--- src/rtl/muldiv_unit.sv ---
// muldiv_unit -- iterative RV32M multiply/divide unit.
//
// Multiplies with a 32-step shift-add on the operand magnitudes, divides with
// a 32-step restoring shift-subtract, then applies a sign correction when the
// result is presented. Divide-by-zero and signed overflow skip the iteration
// and complete one cycle after the request.
//
// Ports:
//   clock            system clock, rising edge
//   n_reset          asynchronous active-low reset
//   start            operation request, sampled only in IDLE
//   funct3           RV32M operation select
//   rs1_read_data    operand A
//   rs2_read_data    operand B
//   rd_in            destination register index of the request
//   busy             high whenever the unit is not IDLE
//   done             one-cycle pulse when the result is presented
//   rd_address       latched destination index
//   rd_write_enable  register file write strobe (suppressed for x0)
//   rd_write_data    result value, valid while done=1
//
// state | meaning
// IDLE  | waiting for start; operands latched on acceptance
// CALC  | one shift-add / shift-subtract step per cycle, 32 steps
// DONE  | result presented for one cycle, write strobe issued

module muldiv_unit (
  input  logic        clock,
  input  logic        n_reset,
  input  logic        start,
  input  logic [2:0]  funct3,
  input  logic [31:0] rs1_read_data,
  input  logic [31:0] rs2_read_data,
  input  logic [4:0]  rd_in,
  output logic        busy,
  output logic        done,
  output logic [4:0]  rd_address,
  output logic        rd_write_enable,
  output logic [31:0] rd_write_data
);

  typedef enum logic [1:0] {
    IDLE = 2'd0,
    CALC = 2'd1,
    DONE = 2'd2
  } state_t;

  state_t state, state_nxt;

  logic [2:0]  op_q;
  logic [4:0]  rd_q;
  logic [31:0] m_q;      // multiplicand (mul) or divisor (div) magnitude
  logic [63:0] p_q;      // mul: {partial product, multiplier}; div: {remainder, quotient}
  logic        neg_q;    // selected result must be negated
  logic        byp_q;    // special case: result already in p_q[31:0]
  logic [4:0]  cnt_q;

  // request decode
  logic        is_div, div_signed, a_signed, b_signed, sa, sb;
  logic [31:0] a_mag, b_mag;
  logic        div_zero, div_ovf, special;
  logic [31:0] special_val;
  logic        neg_in;

  always_comb begin
    is_div     = funct3[2];
    div_signed = is_div & ~funct3[0];
    if (is_div) begin
      a_signed = div_signed;
      b_signed = div_signed;
    end else begin
      // MUL/MULH signed x signed, MULHSU signed x unsigned, MULHU unsigned
      a_signed = (funct3[1:0] != 2'b11);
      b_signed = ~funct3[1];
    end
    sa    = a_signed & rs1_read_data[31];
    sb    = b_signed & rs2_read_data[31];
    a_mag = sa ? (32'd0 - rs1_read_data) : rs1_read_data;
    b_mag = sb ? (32'd0 - rs2_read_data) : rs2_read_data;

    div_zero = is_div && (rs2_read_data == 32'd0);
    div_ovf  = div_signed && (rs1_read_data == 32'h8000_0000)
                          && (rs2_read_data == 32'hFFFF_FFFF);
    special  = div_zero | div_ovf;

    if (div_zero)
      special_val = funct3[1] ? rs1_read_data : 32'hFFFF_FFFF;
    else
      special_val = funct3[1] ? 32'd0 : 32'h8000_0000;

    // remainder follows the dividend sign, everything else the product sign
    if (is_div && funct3[1])
      neg_in = sa;
    else
      neg_in = sa ^ sb;
  end

  // one iteration step
  logic [32:0] mul_sum;
  logic [63:0] mul_next;
  logic [32:0] div_shift, div_diff;
  logic [63:0] div_next;

  always_comb begin
    mul_sum   = {1'b0, p_q[63:32]} + (p_q[0] ? {1'b0, m_q} : 33'd0);
    mul_next  = {mul_sum, p_q[31:1]};
    div_shift = {p_q[63:32], p_q[31]};
    div_diff  = div_shift - {1'b0, m_q};
    // restore when the trial subtraction borrows
    if (div_diff[32])
      div_next = {div_shift[31:0], p_q[30:0], 1'b0};
    else
      div_next = {div_diff[31:0], p_q[30:0], 1'b1};
  end

  // sign correction and result select
  logic [63:0] mul_full;
  logic [31:0] mul_res, div_raw, div_res, result;

  always_comb begin
    mul_full = neg_q ? (64'd0 - p_q) : p_q;
    mul_res  = (op_q[1:0] == 2'b00) ? mul_full[31:0] : mul_full[63:32];
    div_raw  = op_q[1] ? p_q[63:32] : p_q[31:0];
    div_res  = neg_q ? (32'd0 - div_raw) : div_raw;
    if (byp_q)
      result = p_q[31:0];
    else if (op_q[2])
      result = div_res;
    else
      result = mul_res;
  end

  // next state
  always_comb begin
    state_nxt = state;
    case (state)
      IDLE: if (start) state_nxt = special ? DONE : CALC;
      CALC: if (cnt_q == 5'd31) state_nxt = DONE;
      DONE: state_nxt = IDLE;
      default: state_nxt = IDLE;
    endcase
  end

  always_ff @(posedge clock or negedge n_reset) begin
    if (!n_reset) begin
      state <= IDLE;
      op_q  <= 3'd0;
      rd_q  <= 5'd0;
      m_q   <= 32'd0;
      p_q   <= 64'd0;
      neg_q <= 1'b0;
      byp_q <= 1'b0;
      cnt_q <= 5'd0;
    end else begin
      state <= state_nxt;
      case (state)
        IDLE: begin
          if (start) begin
            op_q  <= funct3;
            rd_q  <= rd_in;
            neg_q <= neg_in;
            byp_q <= special;
            cnt_q <= 5'd0;
            if (special) begin
              m_q <= 32'd0;
              p_q <= {32'd0, special_val};
            end else if (is_div) begin
              m_q <= b_mag;
              p_q <= {32'd0, a_mag};
            end else begin
              m_q <= a_mag;
              p_q <= {32'd0, b_mag};
            end
          end
        end
        CALC: begin
          p_q   <= op_q[2] ? div_next : mul_next;
          cnt_q <= cnt_q + 5'd1;
        end
        default: ;
      endcase
    end
  end

  always_comb begin
    busy            = (state != IDLE);
    done            = (state == DONE);
    rd_address      = rd_q;
    rd_write_enable = (state == DONE) && (rd_q != 5'd0);
    rd_write_data   = (state == DONE) ? result : 32'd0;
  end

endmodule

--- config.mk ---
export PLATFORM = sky130hd
export DESIGN_NAME = muldiv_unit
export DESIGN_NICKNAME = d
export VERILOG_FILES = /design/src/rtl/muldiv_unit.sv
export SDC_FILE = /design/constraint.sdc
export NUM_CORES = 1
export LEC_CHECK = 0
export BUFFER_PORTS_ARGS = -buffer_cell sky130_fd_sc_hd__buf_2
export CAP_MARGIN = 10
export CORE_ASPECT_RATIO = 0.6
export CORE_MARGIN = 5
export CORE_UTILIZATION = 60
export CTS_CLUSTER_SIZE = 14
export DETAILED_ROUTE_END_ITERATION = 10
export PLACE_DENSITY_LB_ADDON = 0.3
export SLEW_MARGIN = 20
export SYNTH_ARGS = -nofsm -noshare
export SYNTH_HDL_FRONTEND = slang
export SYNTH_SLANG_ARGS = --single-unit
--- constraint.sdc ---
create_clock -name clock -period 7.19 [get_ports clock]
set_clock_uncertainty 0.1 [all_clocks]
set_input_delay 2.157 -clock clock [delete_from_list [all_inputs] [get_ports clock]]
set_output_delay 2.157 -clock clock [all_outputs]
set_load 0.005 [all_outputs]
==> metrics.yaml <==
grt:
  grt_antenna_before_repair: 0
  first_global_vias: 15100
  grt_util_all_layers_pct: 37.9
  largest_net_degree_at_the_start_of_global_routing: 83
  grt_pass1_wl_um: 85400
  globalRoute.totalOverflow: 0
worst_setup_path:
  worstSetupStartpoint: "p_q[0]"
  cpPeakStageDelay_ps: 560
  worstReg2RegStart: "p_q[31]"
  start_kind: "register"
  worst_setup_path_endpoint: "rd_write_data[22]"
  worstPathArrival_ps: 4500
  crit_fanout: 9
  reg2reg_to: "p_q[33]"
  r2r.worst_path.cells: 13
  r2r_setup_slack_ps: 1900
  worst_setup_path_end_kind: "output pin"
  critical_path.cell_chain: "inv_1 -> ha_1 -> or3b_2 -> nor4_1 -> nand3_1 -> nand3b_1 -> o31ai_1 -> xnor2_1 -> nand2_1 -> a311oi_1 -> buf_2"
  slowest_stage: "sky130_fd_sc_hd__nor4_1"
  crit_required_ps: 4930
  critical_path_class: "reg -> out"
synthesis:
  synth_ff_type: "sky130_fd_sc_hd__dfrtp_1"
  synth_edf_count: 0
  postSynth.asyncResetShare_pct: 100
  syn_nets: 2213
  post_synth_inst_count: 2065
  synthesis.area_per_instance_um2: 7.22
  share_of_the_yosys_chip_area_belonging_to_registers_pct: 19.0
  synth_cell_types: 83
  synthesis.yosys.warnings: 0
  syn-cell-area_um2: 14900
  ys_ff_latch: 113
sta:
  worstMarginPinSlew_ps: 1140
  finalMaxSlewViolations: 0
  totalNegativeSetupSlack_ps: 0
  maxClockFrequency_mhz: 148
  tmin_final_ps: 6760
  timing.hold.ws_ps: 384
  setup_viol: 0
  final.period_utilization_pct: 94.0
  report.final.hold_viol_count: 0
  worst_slew_margin_rel_pct: 23.9
  unrepaired_setup_endpoints_after_global_routing: "no"
final_layout:
  layout.cells.most_common_list: "212 x sky130_fd_sc_hd__o21ai_0, 209 x sky130_fd_sc_hd__nand2_1, 182 x sky130_fd_sc_hd__nor2_1, 172 x sky130_fd_sc_hd__a21oi_1, 112 x sky130_fd_sc_hd__buf_2"
  layout.cells.most_common: "sky130_fd_sc_hd__o21ai_0"
  layout-drive-gt1-share_pct: 11.0
  layout-area-overhead-vs-synth_pct: 8.27
  final_cells: 2401
  design_area_um2: 16100
  final_nets: 2214
  n_antenna_cell: 0
power_and_ir_drop:
  totalPowerFinal_mw: 8.82
  ir_drop_mv: 0.272
  cellPowerDensity_nw_per_um2: 547
  p_leak_nw: 6.87
floorplanning:
  num_rows: 44
  die_height_um: 132
  floorplan.die_area_um2: 28200
  ios: 115
  core_region_area_um2: 24300
  initial_cell_density_of_the_core_pct: 61.2
  die_width_um: 213
placement:
  cells_after_dpl: 2369
  finalWeightedCongestion: 1.01
  cell_area_after_placement_um2: 15500
  place.detailed.hpwl_um: 41700
  port-buffer-count: 114
routing:
  ant_nets: 0
  routed_wire_length_per_instance_um: 23.0
  drtPass1Iterations: 7
  via_count: 16600
  remaining_drc_errors: 0
  detail_route.vias_per_cell: 6.91
  drt_wl_total_um: 55200
  detailedRoute.firstIterationViolations: 2586
clocking:
  max_clock_buf_depth: 2
  cts_hold_repair.buffers: 0
  clock_sink_count: 113
  cts.repair_timing.setup_buffer_count: 0
  post_cts_resized: 0
  clk_transition_reported_paths_ps: 60
  clock_tree.htree_level_count: 4
  cts_tree: "done"
  clock_buffers_created_by_tritoncts: 17
  clk_latency_ps: 450
  cell_chosen_for_the_clock_root: "sky130_fd_sc_hd__clkbuf_16"
job:
  cap_viol_max_count: 0
run_status:
  outcome: "finished clean"
min_path:
  min_path_type: "reg -> reg"
area by class of cell:
class                           instances  area, µm²
Clock buffer                           18        439
Clock inverter                         14        203
Fill cell                            2193       8200
Inverter                               67        251
Multi-Input combinational cell       1725      11200
Sequential cell                       113       2830
Tap cell                              322        403
Timing Repair Buffer                  142        786
synthesized netlist by cell type, types with 9 or more instances:
library cell | number | area share [%]
sky130_fd_sc_hd__o21ai_0 | 212 | 7.1
sky130_fd_sc_hd__nand2_1 | 209 | 5.3
sky130_fd_sc_hd__nor2_1 | 184 | 4.6
sky130_fd_sc_hd__a21oi_1 | 172 | 5.8
sky130_fd_sc_hd__clkbuf_1 | 139 | 3.5
sky130_fd_sc_hd__dfrtp_1 | 113 | 19
sky130_fd_sc_hd__xnor2_1 | 104 | 6.1
sky130_fd_sc_hd__xor2_1 | 89 | 5.2
sky130_fd_sc_hd__ha_1 | 71 | 6.0
sky130_fd_sc_hd__mux2i_1 | 68 | 4.6
sky130_fd_sc_hd__inv_1 | 66 | 1.7
sky130_fd_sc_hd__nor3_1 | 50 | 1.7
sky130_fd_sc_hd__o211ai_1 | 49 | 2.5
sky130_fd_sc_hd__a21o_1 | 42 | 2.1
sky130_fd_sc_hd__o31ai_1 | 39 | 2.0
sky130_fd_sc_hd__nand3_1 | 30 | 1.0
sky130_fd_sc_hd__a211oi_1 | 28 | 1.4
sky130_fd_sc_hd__nand2b_1 | 25 | 1.0
sky130_fd_sc_hd__a31oi_1 | 22 | 0.92
sky130_fd_sc_hd__nand4_1 | 22 | 0.92
sky130_fd_sc_hd__a22oi_1 | 20 | 1.0
sky130_fd_sc_hd__nor4_1 | 20 | 0.84
sky130_fd_sc_hd__o41ai_1 | 19 | 1.1
sky130_fd_sc_hd__mux2_2 | 15 | 1.1
sky130_fd_sc_hd__or4_1 | 14 | 0.71
sky130_fd_sc_hd__a22o_1 | 12 | 0.71
sky130_fd_sc_hd__and2_1 | 12 | 0.50
sky130_fd_sc_hd__buf_1 | 12 | 0.30
sky130_fd_sc_hd__nor2b_1 | 12 | 0.50
sky130_fd_sc_hd__or2_2 | 12 | 0.50
sky130_fd_sc_hd__o21a_1 | 10 | 0.50
sky130_fd_sc_hd__or3_1 | 10 | 0.42
sky130_fd_sc_hd__and3_1 | 9 | 0.38
sky130_fd_sc_hd__and4_1 | 9 | 0.53
sky130_fd_sc_hd__nor3b_1 | 9 | 0.45
where the power goes:
| part | internal, mW | switching [mW] | total [mW] |
|---|---|---|---|
| sequential | 0.968 | 0.739 | 1.71 |
| clock | 0.594 | 0.354 | 0.948 |
| combinational | 2.51 | 3.66 | 6.17 |
| total | 4.07 | 4.75 | 8.82 |
per-layer routing:
metal / vias up / track usage (%) / wire length (µm)
met1: 7810 / 56.6 / 24000
met3: 120 / 11.2 / 7370
met5: - / 0 / 0
met2: 1084 / 51.7 / 21900
li1: 7571 / - / -
met4: 0 / 12.4 / 1970
critical path: cells and delay by family, from the launching register on:
| kind | cells | cell delay [ps] |
|---|---|---|
| buf+inv | 2 | 310 |
| compound gates | 2 | 840 |
| xor+xnor | 1 | 160 |
| simple gates | 5 | 2070 |
| fa+ha+maj | 1 | 180 |
| flops | 1 | 480 |
worst min-delay path by stage:
stage | endpoint | startpoint | slack, ps | cells after the start
2_1_floorplan | m_q[2] | m_q[2] | 350 | 2
6_report | cnt_q[3] | cnt_q[3] | 380 | 1
5_1_grt | m_q[6] | m_q[6] | 420 | 2
4_1_cts | cnt_q[3] | cnt_q[3] | 390 | 1
3_3_place_gp | m_q[3] | m_q[3] | 370 | 2
3_5_place_dp | m_q[2] | m_q[2] | 380 | 2
logic make-up after synthesis:
logic type      count (synthesis)  share of synthesized area, %
compound gates                721                          30.8
simple gates                  655                          21.1
buf+inv                       227                          5.84
xor+xnor                      193                          11.3
flops                         113                          19.0
mux                            83                          5.70
fa+ha+maj                      73                          6.23
sequential cells by signal (all words and copies together), names as in the netlist:
| name | flops |
|---|---|
| byp_q | 1 |
| cnt_q | 5 |
| m_q | 32 |
| neg_q | 1 |
| op_q | 3 |
| p_q | 64 |
| rd_address | 5 |
| state | 2 |
per-stage QoR:
step / setup slack [ps] / utilization, %
after floorplan: 1370 / -
after global placement: 1270 / 63.7
after detailed placement: 1100 / 63.7
after CTS: 619 / 66.3
after global routing: 200 / 66.3
final: 434 / 66.3
Power figures use the tool's default switching activity.
